$ cat config.mk
export PLATFORM = sky130hd
export DESIGN_NAME = serial_adder_ctrl
export DESIGN_NICKNAME = d
export VERILOG_FILES = /design/src/rtl/serial_adder_ctrl.sv
export SDC_FILE = /design/constraint.sdc
export NUM_CORES = 1
export LEC_CHECK = 0
export BUFFER_PORTS_ARGS = -buffer_cell sky130_fd_sc_hd__clkbuf_2
export CORE_AREA = 3 3 69 71
export CTS_BUF_LIST = sky130_fd_sc_hd__clkbuf_4 sky130_fd_sc_hd__clkbuf_8
export DETAILED_ROUTE_END_ITERATION = 8
export DIE_AREA = 0 0 72 74
export HOLD_SLACK_MARGIN = 0.15
export PLACE_DENSITY = 0.63
export SLEW_MARGIN = 0
export SYNTH_ARGS = -nofsm -noshare
export SYNTH_HDL_FRONTEND = slang
export SYNTH_SLANG_ARGS = --single-unit
$ cat constraint.sdc
create_clock -name clk -period 2.25 [get_ports clk]
set_clock_uncertainty 0.15 [all_clocks]
set_input_delay 0.45 -clock clk [delete_from_list [all_inputs] [get_ports clk]]
set_output_delay 0.45 -clock clk [all_outputs]
set_load 0.1 [all_outputs]
$ cat src/rtl/serial_adder_ctrl.sv
// serial_adder_ctrl: bit-serial adder driving one full_adder cell LSB first,
// presenting {cout,sum} = a + b + cin with a one-cycle done pulse.
module full_adder (
   input  logic A,
   input  logic B,
   input  logic C,
   output logic sum,
   output logic cout
);
   assign sum  = A ^ B ^ C;
   assign cout = (A & B) | (C & (A ^ B));
endmodule

module serial_adder_ctrl #(
   parameter int WIDTH = 8
) (
   input  logic             clk,
   input  logic             rst_n,
   input  logic             start,
   input  logic [WIDTH-1:0] a,
   input  logic [WIDTH-1:0] b,
   input  logic             cin,
   output logic             busy,
   output logic             done,
   output logic [WIDTH-1:0] sum,
   output logic             cout
);
   localparam int CW = $clog2(WIDTH + 1);
   typedef enum logic [1:0] {IDLE, RUN, DONE} state_t;
   state_t           state, state_nx;
   logic [WIDTH-1:0] a_sh, b_sh, r_sh, r_nx;
   logic [CW-1:0]    cnt;
   logic             carry, fa_sum, fa_cout, last;
   full_adder u_fa (
      .A    (a_sh[0]),
      .B    (b_sh[0]),
      .C    (carry),
      .sum  (fa_sum),
      .cout (fa_cout)
   );
   assign last = cnt == CW'(WIDTH - 1);
   // shift the new sum bit in at the MSB; written without slicing so WIDTH=1 works
   assign r_nx = (r_sh >> 1) | (WIDTH'(fa_sum) << (WIDTH - 1));
   always_ff @(posedge clk or negedge rst_n) begin
      if (!rst_n) state <= IDLE;
      else        state <= state_nx;
   end
   always_comb begin
      state_nx = state == IDLE ? (start ? RUN : IDLE) :
                 state == RUN  ? (last ? DONE : RUN)  : IDLE;
   end
   always_comb begin
      busy = state == RUN;
      done = state == DONE;
   end
   always_ff @(posedge clk or negedge rst_n) begin
      if (!rst_n) begin
         a_sh  <= '0;
         b_sh  <= '0;
         r_sh  <= '0;
         carry <= 1'b0;
         cnt   <= '0;
         sum   <= '0;
         cout  <= 1'b0;
      end else if (state == IDLE && start) begin
         a_sh  <= a;
         b_sh  <= b;
         r_sh  <= '0;
         carry <= cin;
         cnt   <= '0;
      end else if (state == RUN) begin
         a_sh  <= a_sh >> 1;
         b_sh  <= b_sh >> 1;
         r_sh  <= r_nx;
         carry <= fa_cout;
         cnt   <= cnt + CW'(1);
         if (last) begin
            sum  <= r_nx;
            cout <= fa_cout;
         end
      end
   end
endmodule

Word level (Yosys, flattened, before mapping):

Index checks and enable logic that the tools add are counted.

* bitwise operators: 7
* $add $sub $neg: 1
* reduce and logical (&&, ||, !) cells: 4
* equal/unequal tests: 3
* mux-type cells: 14

Operators by type and width (number)
* $mux 8: 6
* $mux 4: 2
* $or 7x8->8: 1
* $mux 2: 3
* $add 4x1->4 const B: 1
* $eq 4x3->1 const B: 1
* $mux 1: 3
* $reduce_and 3->1: 1
* $and 1x1->1: 2
* $eq 2x1->1 const B: 1
* $eq 2x2->1 const B: 1
* $logic_not 2->1: 1
* $reduce_bool 2->1: 1
* $xor 1x1->1: 2
* $logic_and 1x1->1: 1
* $not 1->1: 1
* $or 1x1->1: 1

* output and inout bits: 11
* flip-flop bits (word level): 40
* bits of input ports: 20
* word-level logic and storage cells: 37

Depth between registers and ports, before layout:

* word-level depth: 5
* depth in mapped cells: 6
* depth with buffers taken out: 4

Cells and area by module:

From an unflattened synthesis, not the netlist that was laid out.

* cell total of the unflattened synthesis: 164
* area total of the unflattened synthesis: 1655.3 um^2

By module, submodules not included
* serial_adder_ctrl: sequential area each 975.9 um^2, cells an instance 163, area each 1635.3 um^2, instances 1
* full_adder: sequential area each 0.0 um^2, cells an instance 1, area each 20.0 um^2, instances 1

Worst setup path after synthesis:

Ideal clock, no wire load.

* path type: register -> output
* from: register state[0]
* to: output port done
* slack: -0.090 ns
* stages on the path, launching flop included: 2
* data required time: 1.650 ns
* buffers on the path: 0
* arrival time: 1.740 ns
* path through: dfrtp_1 > nor2b_1

* longest elaborated chain between the ends: 1

Ends and longest elaborated chain
* from (decl): RTL line 30 `state_t state, state_nx;`
* from (signal assigned): RTL line 46 `else state <= state_nx;`
* $eq 2x2->1: RTL line 54 `done = state == DONE;`
* to (decl): RTL line 24 `output logic done,`

No other way between the ends.

Worst setup path in the final report:

* from: register state[1]
* to: output port busy

* longest elaborated chain between the ends: 1

Ends and longest elaborated chain
* $eq 2x1->1: RTL line 53 `busy = state == RUN;`
* to (decl): RTL line 23 `output logic busy,`

No other way between the ends.

==> out/metrics.csv <==
stage,metric,value,unit
flow_run,MaxCap Viol Count,0,
global_route,grt ovf,0,
worst_setup_path,CP max FO,9,
timing,Final Hold Fails,0,
die,Initial Utilization,0.385,
logic_synthesis,"count leader, synth",nand2_1,
global_route,vias in the first global route,1244,
timing,"Slew Viols, Final",0,
final_layout,register area,976,sq um
worst_setup_path,Worst Path Required,1650,ps
clock_network,clk sinks,39,
min_path,Worst Hold Depth,3,
logic_synthesis,Post-Synthesis Cell Area,1660,sq um
die,die height,74,microns
final_layout,filler cell count,432,
logic_synthesis,Synth area leader,dfrtp_1,
timing,Final min period,2100,ps
final_layout,Layout area overhead,20.6,%
min_path,Worst Hold Launch,a[7],
final_layout,ratio of cells with drive above 1 in the final layout,0.286,
worst_setup_path,Setup crit end kind,output port,
die,core footprint,4290,sq um
logic_synthesis,#FFs+latches synth,39,
placed_design,placed cell areas,1880,sq um
worst_setup_path,r2r startpoint,state[1]$_DFF_PN0_,
logic_synthesis,Most used DFF post-synth,dfrtp_1,
drt,# DRC,0,
die,Die X-Extent,72,microns
min_path,Hold Crit Endpoint,a_sh[7]$_DFFE_PN0P_,
logic_synthesis,Area contributors post-synth,"dfrtp_1, nand2_1, mux2_2",
global_route,first-pass GRT wire length,5630,microns
global_route,global-route usage over all layers,0.136,
power,Leakage,0.995,nW
worst_setup_path,Worst EP arrival,1500,ps
final_layout,Final #Nets,220,
logic_synthesis,sequential area share after synthesis,0.590,
die,row count,24,
power,pwr/cell area,1690,nW/um^2
drt,DR top layer,met4,
logic_synthesis,Mean Syn Cell Area,10.1,sq um
logic_synthesis,ys async rst share,1.00,
clock_network,Post CTS Setup Buffer Count,0,
drt,DRT iter0 DRCs,77,
die,full die area,5330,sq um
logic_synthesis,warnings from Yosys,0,
logic_synthesis,Post-Syn Instances,164,
clock_network,Num CTS Buffers,5,
timing,Worst-Margin Slew,679,ps
worst_setup_path,internal reg-to-reg setup slack,430,ps
logic_synthesis,post-synth top area share,0.590,
worst_setup_path,crit-path cells,"nand2b_1, clkinvlp_4, buf_12",
placed_design,port buffer count,30,
die,I/O pins,31,
global_route,pin count of the biggest net entering global routing,40,
drt,Met3 Wirelength,132,microns
clock_network,worst-case clock buffer depth,2,
timing,highest clock rate,0.477,GHz
drt,via count,1234,
logic_synthesis,Post-synth EDFFs,0,
drt,DRT antenna net count,0,
timing,period utilization,0.932,
worst_setup_path,Worst R2R End,sum[2]$_DFFE_PN0P_,
worst_setup_path,Critical-path top delay cell,dfrtp_1,
drt,Met2 Wirelength,1550,microns
drt,routed wire length per instance,12.9,microns
clock_network,Skew-Pair Late Insertion Delay,280,ps
worst_setup_path,CP max stage delay,390,ps
clock_network,clk slew on worst S/H paths,70,ps
timing,RSZ-0062 raised after global routing,false,
clock_network,CTS H-tree depth,2,
placed_design,post-DP HPWL,2220,microns
final_layout,post-route cell area,2000,sq um
timing,worst rel slew slack,0.548,
global_route,initial antenna violation count,0,
logic_synthesis,synth cell count leaders,"nand2_1, dfrtp_1, a31oi_1, nor2_1, nand3_1",
worst_setup_path,crit path launch type,flip-flop,
power,Worst VDD drop,637,uV
placed_design,gp weighted congestion,0.743,
min_path,Min-Delay Path Class,in -> reg,
logic_synthesis,post-synthesis cell type count,25,
drt,DR pass1 iterations,6,
worst_setup_path,Buffers & Inverters on Critical Path,2,
worst_setup_path,critical path's top delay family,buffers and inverters,
final_layout,area of the multi-input gates,631,sq um
worst_setup_path,cell depth of the worst flop-to-flop path,3,
drt,wl on met1,1500,microns
final_layout,ant diodes,0,
logic_synthesis,Mapped Nets,186,
timing,Setup-failing EPs final,0,
clock_network,Root Buffer,clkbuf_8,
timing,TNS Setup,0,ps
drt,Vias per Instance,4.92,
worst_setup_path,critical path class,reg -> out,
run_status,outcome,"complete, no violations",
clock_network,CTS tree,yes,
drt,DRT Wirelength,3250,microns
==> flip-flops by register name (all words and copies together), names as in the netlist <==
| register | flops |
|---|---|
| sum | 8 |
| state | 2 |
| r_sh | 7 |
| cout | 1 |
| cnt | 4 |
| a_sh | 8 |
| b_sh | 8 |
| carry | 1 |
==> routing by layer <==
| metal | track usage | vias up |
|---|---|---|
| met2 | 0.213 | 26 |
| li1 | - | 614 |
| met1 | 0.187 | 589 |
| met5 | 0 | - |
| met4 | 0.0626 | 0 |
| met3 | 0.0216 | 5 |
==> how the worst max path moves through the flow <==
stage,from,to,slack (ps),cells past startpoint
after global placement,start,a_sh[1]$_DFFE_PN0P_,360,4
final,state[1]$_DFF_PN0_,busy,150,3
after detailed placement,start,a_sh[1]$_DFFE_PN0P_,380,4
after floorplan,state[1]$_DFF_PN0_,busy,380,4
after global routing,state[1]$_DFF_PN0_,busy,40,3
after CTS,state[1]$_DFF_PN0_,busy,70,3
==> logic make-up after synthesis <==
group	count (synthesis)	synth area share
flops	39	0.590
compound gates	21	0.0816
buf+inv	10	0.0310
mux	10	0.0673
simple gates	82	0.211
fa+ha+maj	2	0.0197
==> layout by cell type, fill, tap and decap left out, types with 3 or more instances in the layout <==
cell / count
nand2_1: 54
clkbuf_2: 29
o21ai_0: 3
buf_4: 5
nor2_1: 12
a31oi_1: 12
a22oi_1: 3
clkbuf_8: 7
mux2_2: 9
nand3_1: 10
dfrtp_1: 39
==> tightest hold or removal path: cells and delay by family <==
kind          cells  cell delay (ps)
buf+inv           1               80
simple gates      2               80
==> stage by stage <==
step / util / worst slack [ps] / power [mW] / std cells / hold WS [ps]
2_1_floorplan: - / 377 / 2.51 / 164 / 4.41
3_3_place_gp: 0.437 / 360 / 2.85 / 242 / 325
4_1_cts: 0.464 / 66.7 / 3.42 / 251 / 194
6_report: 0.465 / 154 / 3.38 / 251 / 202
5_1_grt: 0.465 / 35.9 / 3.62 / 251 / 220
3_5_place_dp: 0.437 / 376 / 2.88 / 242 / 329
==> report_power, final <==
part,internal [mW],switching (mW),total [mW]
combinational,0.470,1.17,1.64
clock,0.292,0.226,0.518
sequential,1.02,0.196,1.22
total,1.78,1.59,3.38
==> area by class of cell <==
class                   instances  area share
multi-input cells             115       0.316
clock buffers                   8      0.0520
inverters                       1     0.00376
flip-flops and latches         39       0.489
repair buffers                 36       0.107
well taps                      52      0.0326
==> repair_timing <==
action | 4_1_cts | 5_1_grt
gates resized for setup | 0 | 1
hold endpoints to repair | 39 | 0
endpoints found under the setup margin | 0 | 1
hold buffers | 1 | 0
(Power assumes the default switching activity.)
